### src/rtl/alu_pkg.sv
// Shared definitions for the sequential ALU: opcode encodings, default opcode
// width and the controller state type.
package alu_pkg;

    localparam int unsigned OPW_DEF = 4;

    // Opcodes 0-7 keep the encoding of the original 3-bit ALU.
    localparam int unsigned OP_HLT = 0;
    localparam int unsigned OP_SKZ = 1;
    localparam int unsigned OP_ADD = 2;
    localparam int unsigned OP_AND = 3;
    localparam int unsigned OP_XOR = 4;
    localparam int unsigned OP_LDA = 5;
    localparam int unsigned OP_STO = 6;
    localparam int unsigned OP_JMP = 7;
    localparam int unsigned OP_SUB = 8;
    localparam int unsigned OP_SHL = 9;
    localparam int unsigned OP_SHR = 10;
    localparam int unsigned OP_MUL = 11;

    typedef enum logic {
        ST_IDLE    = 1'b0,
        ST_MUL_RUN = 1'b1
    } alu_state_t;

endpackage

### src/rtl/alu_seq_if.sv
// Request/result bundle between the controller (master) and the ALU (slave).
interface alu_seq_if
    import alu_pkg::*;
#(
    parameter int unsigned WIDTH = 8,
    parameter int unsigned OPW   = OPW_DEF
);

    logic             start;
    logic [OPW-1:0]   opcode;
    logic [WIDTH-1:0] data;
    logic [WIDTH-1:0] accum;
    logic [WIDTH-1:0] alu_out;
    logic             carry;
    logic             zero;
    logic             busy;
    logic             done;
    logic             err;

    modport master (
        output start, opcode, data, accum,
        input  alu_out, carry, zero, busy, done, err
    );

    modport slave (
        input  start, opcode, data, accum,
        output alu_out, carry, zero, busy, done, err
    );

endinterface

### src/rtl/alu_mul_iter.sv
// Iterative shift-add multiplier: one multiplier bit per step, LSB first.
// 'product' is the accumulated value including the step being taken this
// cycle, so the owner can register the final result on the last step.
module alu_mul_iter #(
    parameter int unsigned WIDTH = 8
) (
    input  logic               alu_clk,
    input  logic               rst,
    input  logic               load,
    input  logic               step,
    input  logic [WIDTH-1:0]   mcand_in,
    input  logic [WIDTH-1:0]   mplier_in,
    output logic [2*WIDTH-1:0] product,
    output logic               last
);

    localparam int unsigned CW = $clog2(WIDTH);

    logic [2*WIDTH-1:0] acc_q;
    logic [2*WIDTH-1:0] mcand_q;
    logic [WIDTH-1:0]   mplier_q;
    logic [CW-1:0]      cnt_q;

    assign product = acc_q + (mplier_q[0] ? mcand_q : '0);
    assign last    = (cnt_q == CW'(WIDTH - 1));

    // Operand capture on load, one partial-product accumulation per step.
    always_ff @(posedge alu_clk) begin
        if (rst) begin
            acc_q    <= '0;
            mcand_q  <= '0;
            mplier_q <= '0;
            cnt_q    <= '0;
        end else if (load) begin
            acc_q    <= '0;
            mcand_q  <= {{WIDTH{1'b0}}, mcand_in};
            mplier_q <= mplier_in;
            cnt_q    <= '0;
        end else if (step) begin
            acc_q    <= product;
            mcand_q  <= mcand_q << 1;
            mplier_q <= mplier_q >> 1;
            cnt_q    <= cnt_q + 1'b1;
        end
    end

endmodule

### src/rtl/alu_seq.sv
// Multi-cycle ALU with start/busy/done handshake. Single-cycle ops complete
// one cycle after start; MUL runs WIDTH iterations in alu_mul_iter.
module alu_seq
    import alu_pkg::*;
#(
    parameter int unsigned WIDTH = 8,
    parameter int unsigned OPW   = OPW_DEF
) (
    input logic      alu_clk,
    input logic      rst,
    alu_seq_if.slave bus
);

    alu_state_t         state;
    alu_state_t         state_nxt;

    logic [WIDTH:0]     add_sum;
    logic [WIDTH:0]     sub_diff;
    logic [WIDTH-1:0]   op_val;
    logic               op_carry;
    logic               op_err;
    logic               is_mul;

    logic               mul_load;
    logic               mul_step;
    logic               mul_last;
    logic [2*WIDTH-1:0] mul_prod;

    logic               res_we;
    logic [WIDTH-1:0]   res_val;
    logic               res_carry;
    logic               res_err;

    logic [WIDTH-1:0]   alu_out_q;
    logic               carry_q;
    logic               err_q;
    logic               done_q;

    assign is_mul      = (bus.opcode == OPW'(OP_MUL));
    assign bus.zero    = (bus.accum == '0);
    assign bus.busy    = (state == ST_MUL_RUN);
    assign bus.alu_out = alu_out_q;
    assign bus.carry   = carry_q;
    assign bus.err     = err_q;
    assign bus.done    = done_q;

    alu_mul_iter #(
        .WIDTH(WIDTH)
    ) u_mul (
        .alu_clk  (alu_clk),
        .rst      (rst),
        .load     (mul_load),
        .step     (mul_step),
        .mcand_in (bus.accum),
        .mplier_in(bus.data),
        .product  (mul_prod),
        .last     (mul_last)
    );

    // Single-cycle result and flag selection from the live operands.
    always_comb begin
        add_sum  = {1'b0, bus.accum} + {1'b0, bus.data};
        sub_diff = {1'b0, bus.accum} - {1'b0, bus.data};
        op_val   = '0;
        op_carry = 1'b0;
        op_err   = 1'b0;
        case (bus.opcode)
            OPW'(OP_HLT), OPW'(OP_SKZ), OPW'(OP_STO), OPW'(OP_JMP): begin
                op_val = bus.accum;
            end
            OPW'(OP_ADD): begin
                op_val   = add_sum[WIDTH-1:0];
                op_carry = add_sum[WIDTH];
            end
            OPW'(OP_AND): op_val = bus.accum & bus.data;
            OPW'(OP_XOR): op_val = bus.accum ^ bus.data;
            OPW'(OP_LDA): op_val = bus.data;
            OPW'(OP_SUB): begin
                op_val   = sub_diff[WIDTH-1:0];
                op_carry = sub_diff[WIDTH];
            end
            OPW'(OP_SHL): begin
                op_val   = {bus.accum[WIDTH-2:0], 1'b0};
                op_carry = bus.accum[WIDTH-1];
            end
            OPW'(OP_SHR): begin
                op_val   = {1'b0, bus.accum[WIDTH-1:1]};
                op_carry = bus.accum[0];
            end
            OPW'(OP_MUL): op_val = '0;
            default:      op_err = 1'b1;
        endcase
    end

    // Controller state register.
    always_ff @(posedge alu_clk) begin
        if (rst) begin
            state <= ST_IDLE;
        end else begin
            state <= state_nxt;
        end
    end

    // Next state, multiplier control and result-write selection.
    always_comb begin
        state_nxt = state;
        mul_load  = 1'b0;
        mul_step  = 1'b0;
        res_we    = 1'b0;
        res_val   = '0;
        res_carry = 1'b0;
        res_err   = 1'b0;
        case (state)
            ST_IDLE: begin
                if (bus.start) begin
                    if (is_mul) begin
                        mul_load  = 1'b1;
                        state_nxt = ST_MUL_RUN;
                    end else begin
                        res_we    = 1'b1;
                        res_val   = op_val;
                        res_carry = op_carry;
                        res_err   = op_err;
                    end
                end
            end
            ST_MUL_RUN: begin
                mul_step = 1'b1;
                if (mul_last) begin
                    res_we    = 1'b1;
                    res_val   = mul_prod[WIDTH-1:0];
                    res_carry = |mul_prod[2*WIDTH-1:WIDTH];
                    state_nxt = ST_IDLE;
                end
            end
            default: state_nxt = ST_IDLE;
        endcase
    end

    // Result registers: updated only on completion, done pulses for one cycle.
    always_ff @(posedge alu_clk) begin
        if (rst) begin
            alu_out_q <= '0;
            carry_q   <= 1'b0;
            err_q     <= 1'b0;
            done_q    <= 1'b0;
        end else begin
            done_q <= res_we;
            if (res_we) begin
                alu_out_q <= res_val;
                carry_q   <= res_carry;
                err_q     <= res_err;
            end
        end
    end

endmodule

### src/flat_wrapper.sv
// flat-port wrapper written by rule: the top's interface ports become plain ports
module alu_seq_flat import alu_pkg::*;
#(
    parameter int unsigned WIDTH = 8,
    parameter int unsigned OPW   = OPW_DEF
)
  (alu_clk, rst, bus_start, bus_opcode, bus_data, bus_accum, bus_alu_out, bus_carry, bus_zero, bus_busy, bus_done, bus_err);
  alu_seq_if #(.WIDTH(WIDTH), .OPW(OPW)) bus_i ();
  input logic alu_clk;
  input logic rst;
  input wire logic [$bits(bus_i.start)-1:0] bus_start;
  input wire logic [$bits(bus_i.opcode)-1:0] bus_opcode;
  input wire logic [$bits(bus_i.data)-1:0] bus_data;
  input wire logic [$bits(bus_i.accum)-1:0] bus_accum;
  output wire logic [$bits(bus_i.alu_out)-1:0] bus_alu_out;
  output wire logic [$bits(bus_i.carry)-1:0] bus_carry;
  output wire logic [$bits(bus_i.zero)-1:0] bus_zero;
  output wire logic [$bits(bus_i.busy)-1:0] bus_busy;
  output wire logic [$bits(bus_i.done)-1:0] bus_done;
  output wire logic [$bits(bus_i.err)-1:0] bus_err;
  assign bus_i.start = bus_start;
  assign bus_i.opcode = bus_opcode;
  assign bus_i.data = bus_data;
  assign bus_i.accum = bus_accum;
  assign bus_alu_out = bus_i.alu_out;
  assign bus_carry = bus_i.carry;
  assign bus_zero = bus_i.zero;
  assign bus_busy = bus_i.busy;
  assign bus_done = bus_i.done;
  assign bus_err = bus_i.err;
  alu_seq #(.WIDTH(WIDTH), .OPW(OPW)) u_core (.alu_clk(alu_clk), .rst(rst), .bus(bus_i));
endmodule
### config.mk
export PLATFORM = sky130hd
export DESIGN_NAME = alu_seq_flat
export DESIGN_NICKNAME = d
export VERILOG_FILES = /design/src/rtl/alu_pkg.sv /design/src/rtl/alu_seq_if.sv /design/src/rtl/alu_mul_iter.sv /design/src/rtl/alu_seq.sv /design/src/flat_wrapper.sv
export SDC_FILE = /design/constraint.sdc
export NUM_CORES = 1
export LEC_CHECK = 0
export CORE_MARGIN = 10
export CORE_UTILIZATION = 43
export CTS_CLUSTER_DIAMETER = 120
export DETAILED_ROUTE_END_ITERATION = 12
export PLACE_DENSITY = 0.73
export SETUP_SLACK_MARGIN = 0.05
export SLEW_MARGIN = 0
export SYNTH_ARGS = -nofsm -noshare
export SYNTH_HDL_FRONTEND = slang
export SYNTH_SLANG_ARGS = --single-unit
### constraint.sdc
create_clock -name alu_clk -period 6.7 [get_ports alu_clk]
set_clock_uncertainty 0.05 [all_clocks]
set_input_delay 1.34 -clock alu_clk [delete_from_list [all_inputs] [get_ports alu_clk]]
set_output_delay 1.34 -clock alu_clk [all_outputs]
set_load 0.05 [all_outputs]
==> metrics.txt, run 1 <==
run status completed; CTS tree done; Hold Slack between 400 and 500 ps; initial antenna violation count 0; CTS root buf clkbuf_8; IO buf count 35; gpl congestion about 0.96; clk_lat worst skew roughly 320 ps; Final nets slightly above 600; Adder-Cell Fraction of Synth Area 0.110; router iterations before antenna repair 6; Leakage between 1.5 and 2 nW; GRT Overall Usage 0.175; clock transition time at the flip-flop clock pins of the worst setup and hold paths about 100 ps; global-route layer with the greatest usage met2; met1 usage 0.214; Design Power 0.725 mW; simple-gate share of the synthesized area 0.228; WL/cell about 19 um; largest net degree at the start of global routing 56; final worst-path cycle share 0.726; Worst Reg2Reg Path Length in Cells 10; H-tree Lvls 2; Reg-to-Reg Start u_core.u_mul.mplier_q[0]$_SDFFE_PP0P_; DRT Wirelength 13.0 mm; Mapped Area about 4400 um^2; Synth Area in Compound Gates 0.277; site row count 36; diode count 0; dpl hpwl a little under 10 mm; Area contributors post-synth dfxtp_1 (25%), ha_1 (9.7%), nor2_1 (6.3%), mux2i_1 (5.2%), a21oi_1 (4.0%); CP arrival 3470 ps; share of cells above drive strength 1 0.0680; post-cts sizing count 0; Tmin final about 5000 ps; # IOs 36; Routed Antenna Nets 0; met2 global-route usage 0.284; Placement Setup Slack roughly 1900 ps; Core Footprint between 9000 and 10000 um^2; share of the synthesized area in the top cell type 0.250; xor-xnor portion of the synthesized cell area 0.0239; fin. max-slew vios 0; hold bufs inserted after CTS 0; number of CTS-inserted buffers 5; M3 GR Usage 0.0354; fin util 0.499; Reg area around 1100 um^2; number of enable flip-flop cells after synthesis 0; worst hold endpoint u_core.u_mul.acc_q[8]$_SDFFE_PP0P_; violation count after the first detailed-route iteration between 400 and 500; vias in the first global route approximately 4100; setup_tns 0 ps; Die Width ~120 um; Die Y ~120 um; most common cell in the netlist nor2_1; Final Instance Area a little under 5000 um^2; post-CTS setup buffer count 0; Area growth syn-to-layout 11.7%; RSZ-0062 raised after global routing no; max-cap violations 0; Critical Path RT roughly 5300 ps; Worst VDD drop around 0.081 mV; post-route non-filler standard cell count 692; Multi-input gate area 3070 um^2; Worst Setup SP bus_accum[7]; vias ~4200; post-synthesis sequential area ratio 0.250; worst hold start u_core.u_mul.acc_q[8]$_SDFFE_PP0P_; syn nets around 600; Synth cell types a little over 70; die area 14700 um^2; cell count after synthesis about 540; CP Capture Type primary output; top cells by count, synth nor2_1 (74), dfxtp_1 (55), a21oi_1 (35); FMAX around 0.2 GHz; placed inst area between 4000 and 5000 um^2; Finish-stage setup viols 0; #FFs+latches synth 55; CP max FO 7; post-synth top area cell dfxtp_1; final worst slack 1840 ps; Startpoint Class input pin; layout filler cell count roughly 950; Top FF cell, synth dfxtp_1; Worst Hold Path Cells 2; largest family of logic cells by synthesized area compound AO/OA/AOI/OAI gates; Post-synth ARST share 0; worst min-delay path class reg2reg; final hold viol count 0; headroom to the max-slew limit 0.375; gr ovfl total 0; global-route wire length before repair 21.1 mm; vias per cell approximately 6.1; yosys warns 0; drc violations 0; Max Root-Sink Buffers 2; reg2reg end u_core.bus.carry$_SDFFE_PP0P_; Mean Syn Cell Area around 8.1 um^2; clock sink total 55; placed cell count 684; Starting Density 0.447; mux contribution to synthesized area 0.0548; Least-Margin Pin Slew 937 ps; setup slack, reg-to-reg between 3000 and 4000 ps; Power Density 147 nW/um^2; critical path class in2out
-- kinds of logic (layout without fill, tap and decap cells) --
kind of cell	Yosys count	after routing
AOI/OAI and AO/OA	165	165
xor gates and xnor gates	12	12
adders and majority gates	37	37
buffers and inverters	53	69
DFF	55	55
muxes	24	24
and+or+nand+nor	197	197
-- power breakdown --
part	internal, mW	switching (mW)	total [mW]
sequential	0.332	0.00403	0.336
clock	0.121	0.110	0.232
combinational	0.0600	0.0972	0.157
total	0.513	0.212	0.725
-- placed cells by master, fill, tap and decap left out, drive strengths merged, types with 6 or more instances in the layout --
master	Yosys	layout
xnor2	6	6
clkdlybuf4s50	0	35
xor2	6	6
and2	17	17
nand3	9	9
mux2i	23	23
a222oi	17	17
nor2	75	75
a211oi	10	10
nor3	13	13
inv	21	21
nor4	7	7
a221oi	8	8
o21ai	28	28
a21o	7	7
a21oi	38	38
nand2b	11	11
a22oi	12	12
nor2b	11	11
ha	34	34
clkbuf	13	6
dfxtp	55	55
nand2	29	29
-- routing by layer --
metal / vias to the layer above / routed length (um)
li1: 2053 / -
met1: 1967 / 5610
met2: 151 / 6060
met3: 32 / 860
met4: 0 / 446
met5: - / 0
-- how the worst max path moves through the flow --
stage | end | slack [ps] | depth (start not counted)
after global placement | bus_zero | 1880 | 4
final | bus_zero | 1840 | 4
after detailed placement | bus_zero | 1880 | 4
after floorplan | bus_zero | 2790 | 2
after CTS | bus_zero | 1850 | 4
after global routing | bus_zero | 1800 | 4
-- registers in the layout, summed over array words and instances, names as in the netlist --
signal                 count
u_core.bus.alu_out         8
u_core.bus.busy            1
u_core.bus.carry           1
u_core.bus.done            1
u_core.bus.err             1
u_core.u_mul.acc_q        16
u_core.u_mul.cnt_q         3
u_core.u_mul.mcand_q      16
u_core.u_mul.mplier_q      8
-- worst max-delay path, cell delays in order --
cell and delay [ps]:
clkdlybuf4s50_1 560, or4_1 610, nor2_1 130, clkdlybuf4s50_1 830
-- area by class of cell --
class,instances,area share
Clock buffer,6,0.0168
Clock inverter,2,0.00712
Inverter,21,0.0160
Multi-Input combinational cell,435,0.623
Sequential cell,55,0.224
Tap cell,133,0.0338
Timing Repair Buffer,40,0.0788
Power figures use the tool's default switching activity.
==> run 2: changes to the inputs <==
Settings changed: PLACE_DENSITY 0.73 to 0.75.
Clock period 6.7 ns to 4.2 ns, I/O delays scaled along.
==> run 2 against run 1 <==
Net effect:
- non-clock buffer count rose by 5
- first-iteration DRC count grew 4.9%
- sequential power grew 60%
- global-route usage decreased by 0.31 points
- sequential share of layout area is essentially flat
- via count up 2.2%
- core utilization about the same
- critical path depth unchanged
- count of clock-buffer cells in the layout is 1 lower
- design area is essentially flat
- combinational power rose by 63%
- routed wire length down 1.1%
- critical endpoint unchanged
==> metrics.txt, run 2 (same netlist as run 1, synthesis figures left out) <==
run status completed; IO buf count 35 (unchanged); Worst Reg2Reg Path Length in Cells 10 (unchanged); final worst-path cycle share 0.788; Die Y 121 um (unchanged); RSZ-0062 raised after global routing no; met3 wire length 1.07 mm (+25%); Worst VDD drop 0.138 mV (+69%); hold bufs inserted after CTS 0 (unchanged); vias in the first global route 3937 (-4.8%); WP buf/inv 2 (unchanged); Critical Path, Cell by Cell clkdlybuf4s50_1 > or4_1 > nor2_1 > buf_4; violation count after the first detailed-route iteration 518 (+4.9%); FMAX between 0.3 and 0.4 GHz; most common cell after layout, fill and taps aside nor2_1; initial antenna violation count 0 (unchanged); critical path class in2out; CP Capture Type primary output; global-route wire length before repair 20.6 mm (-2.4%); Core Footprint 9860 um^2 (unchanged); largest net degree at the start of global routing 56 (unchanged); Routed Antenna Nets 0 (unchanged); fin util 0.499 (about the same); clock sink total 55 (unchanged); CP max FO 7 (unchanged); share of cells above drive strength 1 0.0762 (+0.00826); max-cap violations 0 (unchanged); # IOs 36 (unchanged); Startpoint Class input pin; DRT Wirelength 12.8 mm (-1.1%); Least-Margin Pin Slew 734 ps (-203 ps); H-tree Lvls 2 (unchanged); Die Width 121 um (unchanged); Leakage 1.88 nW (+0.23%); slowest cell on the critical path clkdlybuf4s50_1; final worst slack 891 ps (-946 ps); placed cell count 689 (+0.73%); Worst Hold Path Cells 2 (unchanged); clk_lat worst skew 330 ps (about the same); dpl hpwl 9.48 mm (-3.5%); clock transition time at the flip-flop clock pins of the worst setup and hold paths 90 ps (about the same); CP delay by family, top buffers and inverters; CP arrival 2420 ps (-1050 ps); Placement Setup Slack 747 ps (-1130 ps); vias 4295 (+2.2%); met2 wire length 5.42 mm (-11%); gr ovfl total 0 (unchanged); CTS root buf clkbuf_8; number of CTS-inserted buffers 5 (unchanged); die area 14700 um^2 (unchanged); Starting Density 0.447 (unchanged); biggest registers after layout u_core.u_mul.acc_q x16, u_core.u_mul.mcand_q x16; Hold Slack 433 ps (+0.769 ps); final hold viol count 0 (unchanged); Multi-input gate area 3060 um^2 (-0.24%); fin. max-slew vios 0 (unchanged); GRT Overall Usage 0.172 (-0.00313); Largest stage delay, worst path 650 ps (-180 ps); vias per cell 6.16 (+1.5%); post-CTS setup buffer count 0 (unchanged); WL met1 6.03 mm (+7.5%); router iterations before antenna repair 5 (-1); Area growth syn-to-layout 11.6% (about the same); post-route non-filler standard cell count 697 (+0.72%); Critical Path Stages 4 (unchanged); worst min-delay path class reg2reg; commonest cells after routing, fill and taps aside nor2_1 (74), dfxtp_1 (54), a21oi_1 (35); Reg area 1100 um^2 (unchanged); Tmin final 3310 ps; post-cts sizing count 0 (unchanged); WL/cell 18.4 um (-1.8%); Critical Path RT 3310 ps (-2000 ps); Max Used Layer met4; Max Root-Sink Buffers 2 (unchanged); layout filler cell count 933 (-1.3%); setup_tns 0 ps (unchanged); CTS tree done; Power Density 223 nW/um^2 (+52%); headroom to the max-slew limit 0.509 (+0.134); site row count 36 (unchanged); gpl congestion 0.937 (-2.9%); Finish-stage setup viols 0 (unchanged); diode count 0 (unchanged); Final nets 623 (+0.81%); drc violations 0 (unchanged)
run 2: cell count changes in the layout (fill, tap and decap cells not counted):
cell / delta
buf_4: +6
clkinvlp_4: +2
a41oi_1: +1
a41oi_2: -1
bufinv_16: -1
clkbuf_8: -1
clkdlybuf4s50_1: -1
run 2: power breakdown:
| group | leakage [nW] | switching (mW) | internal (mW) |
|---|---|---|---|
| Sequential | 0.445 | 0.00579 | 0.530 |
| Clock | 0.0402 | 0.190 | 0.117 |
| Combinational | 1.40 | 0.158 | 0.0982 |
run 2: per-layer routing:
layer	up-vias	track usage
met3	19	0.0340
met1	2005	0.243
met4	0	0.0671
met2	201	0.248
met5	-	0
li1	2070	-
run 2: final timing paths:
check                                   startpoint                            endpoint  slack, ps
max                                   bus_accum[7]                            bus_zero        890
min             u_core.u_mul.acc_q[9]$_SDFFE_PP0P_  u_core.u_mul.acc_q[9]$_SDFFE_PP0P_        430
max reg2reg  u_core.u_mul.mplier_q[0]$_SDFFE_PP0P_       u_core.bus.carry$_SDFFE_PP0P_        900
min reg2reg     u_core.u_mul.acc_q[9]$_SDFFE_PP0P_  u_core.u_mul.acc_q[9]$_SDFFE_PP0P_        430
run 2: stage by stage:
step	power, mW	area, um^2
final	1.10	4920
after global routing	1.15	4920
after CTS	1.10	4920
after detailed placement	0.797	4830
after global placement	0.794	4830
after floorplan	0.707	4410
run 2: cell type report:
type                            instances  area share
Clock buffer                            5      0.0140
Clock inverter                          3     0.00407
Inverter                               21      0.0160
Multi-Input combinational cell        435       0.622
Sequential cell                        55       0.224
Tap cell                              133      0.0338
Timing Repair Buffer                   45      0.0860
run 2: worst reg2reg max path, delay by kind of cell, from the launching register on:
| kind | cells | cell delay [ps] |
|---|---|---|
| and+or+nand+nor | 5 | 1340 |
| DFF | 1 | 470 |
| AOI/OAI and AO/OA | 3 | 670 |
| adders and majority gates | 2 | 660 |
==> run 3: changes to the inputs <==
Clock period 4.2 ns to 2.94 ns, I/O delays scaled along.
==> run 3 against run 2 <==
Net effect:
- routed wire length increased by 4.9%
- design area up 7.8%
- highest routed layer unchanged
- non-clock buffer count up 40
==> metrics.txt, run 3 (same netlist as run 1, synthesis figures left out) <==
Die Width 121 um (unchanged); Worst Setup EP bus_zero; headroom to the max-slew limit 0.563 (+0.0547); DRT Wirelength 13.5 mm (+4.9%); Clock Power Share 0.271 (-0.008); Hold Slack 428 ps (-5.38 ps); commonest cells after routing, fill and taps aside nor2_1 (73), dfxtp_1 (54), buf_4 (50); reg2reg end u_core.bus.carry$_SDFFE_PP0P_; Max Root-Sink Buffers 2 (unchanged); CP delay by family, top buffers and inverters; Worst Hold Path Cells 2 (unchanged); RSZ-0062 raised after global routing yes; P_sw 0.502 mW (+42%); Area growth syn-to-layout 20.4%; # IOs 36 (unchanged); gpl congestion 0.930 (-0.68%); hold bufs inserted after CTS 0 (unchanged); Worst VDD drop 0.267 mV (+94%); max-cap violations 0 (unchanged); clock transition time at the flip-flop clock pins of the worst setup and hold paths 90 ps (about the same); worst min-delay path class reg2reg; vias per cell 6.05 (-1.8%); run status completed; critical path's most frequent cell buf_4; fin. max-slew vios 0 (unchanged); router iterations before antenna repair 5 (unchanged); Leakage 2.10 nW (+11%); Critical Path, Cell by Cell clkdlybuf4s50_1 > buf_4 > buf_4 > or4_1 > nor2_2 > buf_12; Largest stage delay, worst path 540 ps (-110 ps); IO buf count 35 (unchanged); sequential power share 0.479 (-0.009); dpl hpwl 10.7 mm (+13%); CTS root buf clkbuf_8; share of cells above drive strength 1 0.152 (+0.0761); final worst-path cycle share 0.954; largest net degree at the start of global routing 34 (-39%); WP buf/inv 4 (+2); logic gate share of total power 0.249 (+0.016); violation count after the first detailed-route iteration 454 (-12%); clk_lat worst skew 320 ps (about the same); biggest registers after layout u_core.u_mul.acc_q x16, u_core.u_mul.mcand_q x16; Power Density 301 nW/um^2 (+35%); met2 global-route usage 0.291 (+0.0425); Design Power 1.60 mW (+46%); Final nets 663 (+6.4%); CP max FO 5 (-2); vias in the first global route 4352 (+11%); Critical Path Stages 6 (+2); Startpoint Class input pin; global-route wire length before repair 21.9 mm (+6.0%); Least-Margin Pin Slew 652 ps (-81.7 ps); most common cell after layout, fill and taps aside nor2_1; drc violations 0 (unchanged); Die Y 121 um (unchanged); vias 4458 (+3.8%); initial antenna violation count 0 (unchanged); die area 14700 um^2 (unchanged); Worst Reg2Reg Path Length in Cells 11 (+1); H-tree Lvls 2 (unchanged); internal cell power 1.10 mW (+47%); critical path class in2out; Tmin final ~2800 ps; slowest cell on the critical path or4_1; M3 GR Usage 0.0233 (-0.0107); Critical Path RT 2300 ps (-1010 ps); GRT Overall Usage 0.179 (+0.00702); Routed Antenna Nets 0 (unchanged); Switching Fraction 0.314 (-0.00746); gr ovfl total 0 (unchanged); site row count 36 (unchanged); CTS tree done; Core Footprint 9860 um^2 (unchanged); CP arrival 2170 ps (-250 ps); Reg-to-Reg Start u_core.u_mul.mcand_q[0]$_SDFFE_PP0P_; Finish-stage setup viols 0 (unchanged); CP Capture Type primary output; diode count 0 (unchanged); Worst Setup SP bus_accum[0]; global-route layer with the greatest usage met2; met1 usage 0.237 (-0.00650); FMAX between 0.3 and 0.4 GHz; Starting Density 0.447 (unchanged); clock sink total 55 (unchanged); final hold viol count 0 (unchanged); WL/cell 18.3 um (-0.76%); setup slack, reg-to-reg 140 ps (-760 ps); number of CTS-inserted buffers 5 (unchanged)
-- run 3: cell types whose count changed in the layout (fill, tap and decap cells not counted), moves of 2 or more --
cell,delta
buf_4,+39
a2111oi_2,-2
clkinvlp_4,-2
ha_2,+2
ha_1,-2
a2111oi_4,+2
-- run 3: worst min-delay path by stage --
stage / start / end / slack (ps)
global route: u_core.u_mul.acc_q[11]$_SDFFE_PP0P_ / u_core.u_mul.acc_q[11]$_SDFFE_PP0P_ / 460
finish: u_core.u_mul.acc_q[11]$_SDFFE_PP0P_ / u_core.u_mul.acc_q[11]$_SDFFE_PP0P_ / 430
CTS: u_core.u_mul.acc_q[11]$_SDFFE_PP0P_ / u_core.u_mul.acc_q[11]$_SDFFE_PP0P_ / 430
detailed placement: u_core.u_mul.acc_q[11]$_SDFFE_PP0P_ / u_core.u_mul.acc_q[11]$_SDFFE_PP0P_ / 420
global placement: u_core.u_mul.acc_q[8]$_SDFFE_PP0P_ / u_core.u_mul.acc_q[8]$_SDFFE_PP0P_ / 410
floorplan: u_core.u_mul.acc_q[8]$_SDFFE_PP0P_ / u_core.u_mul.acc_q[8]$_SDFFE_PP0P_ / 400
-- run 3: layout make-up --
cell class	count	area, um^2
repair buffers	85	736
clock inverters	3	22.5
well taps	133	166
fillers	934	4560
clock buffers	5	68.8
inverters	21	78.8
flip-flops and latches	55	1100
multi-input cells	435	3130
-- run 3: tightest hold or removal path, delay by kind of cell (launching register included) --
kind / cells / cell delay [ps]
DFF: 1 / 320
and+or+nand+nor: 1 / 60
AOI/OAI and AO/OA: 1 / 60
-- run 3: routing by layer --
layer,vias to the layer above,routed length (um)
li1,2146,-
met1,2107,6140
met2,174,6110
met3,31,856
met4,0,371
met5,-,0
-- run 3: what timing repair did --
| item | CTS | global route |
|---|---|---|
| gates resized for setup | 1 | 14 |
| setup buffers | 1 | 1 |
| pin swaps | 1 | 5 |
| setup endpoints to repair | 1 | 3 |
-- run 3: power groups by stage --
stage | combinational [mW] | sequential (mW) | clock [mW]
floorplan | 0.201 | 0.809 | 0
global placement | 0.387 | 0.783 | 0
detailed placement | 0.393 | 0.783 | 0
CTS | 0.395 | 0.766 | 0.442
global route | 0.431 | 0.767 | 0.467
finish | 0.399 | 0.766 | 0.433
-- run 3: stage by stage --
stage / worst slack (ps) / instances / util / setup TNS (ps) / cell area, um^2
detailed placement: -121 / 727 / 0.520 / -361 / 5130
finish: 134 / 737 / 0.538 / 0 / 5310
floorplan: 287 / 543 / - / 0 / 4410
CTS: 68.6 / 736 / 0.531 / 0 / 5230
global placement: -41.2 / 727 / 0.520 / -100 / 5130
global route: 35.7 / 737 / 0.538 / 0 / 5310
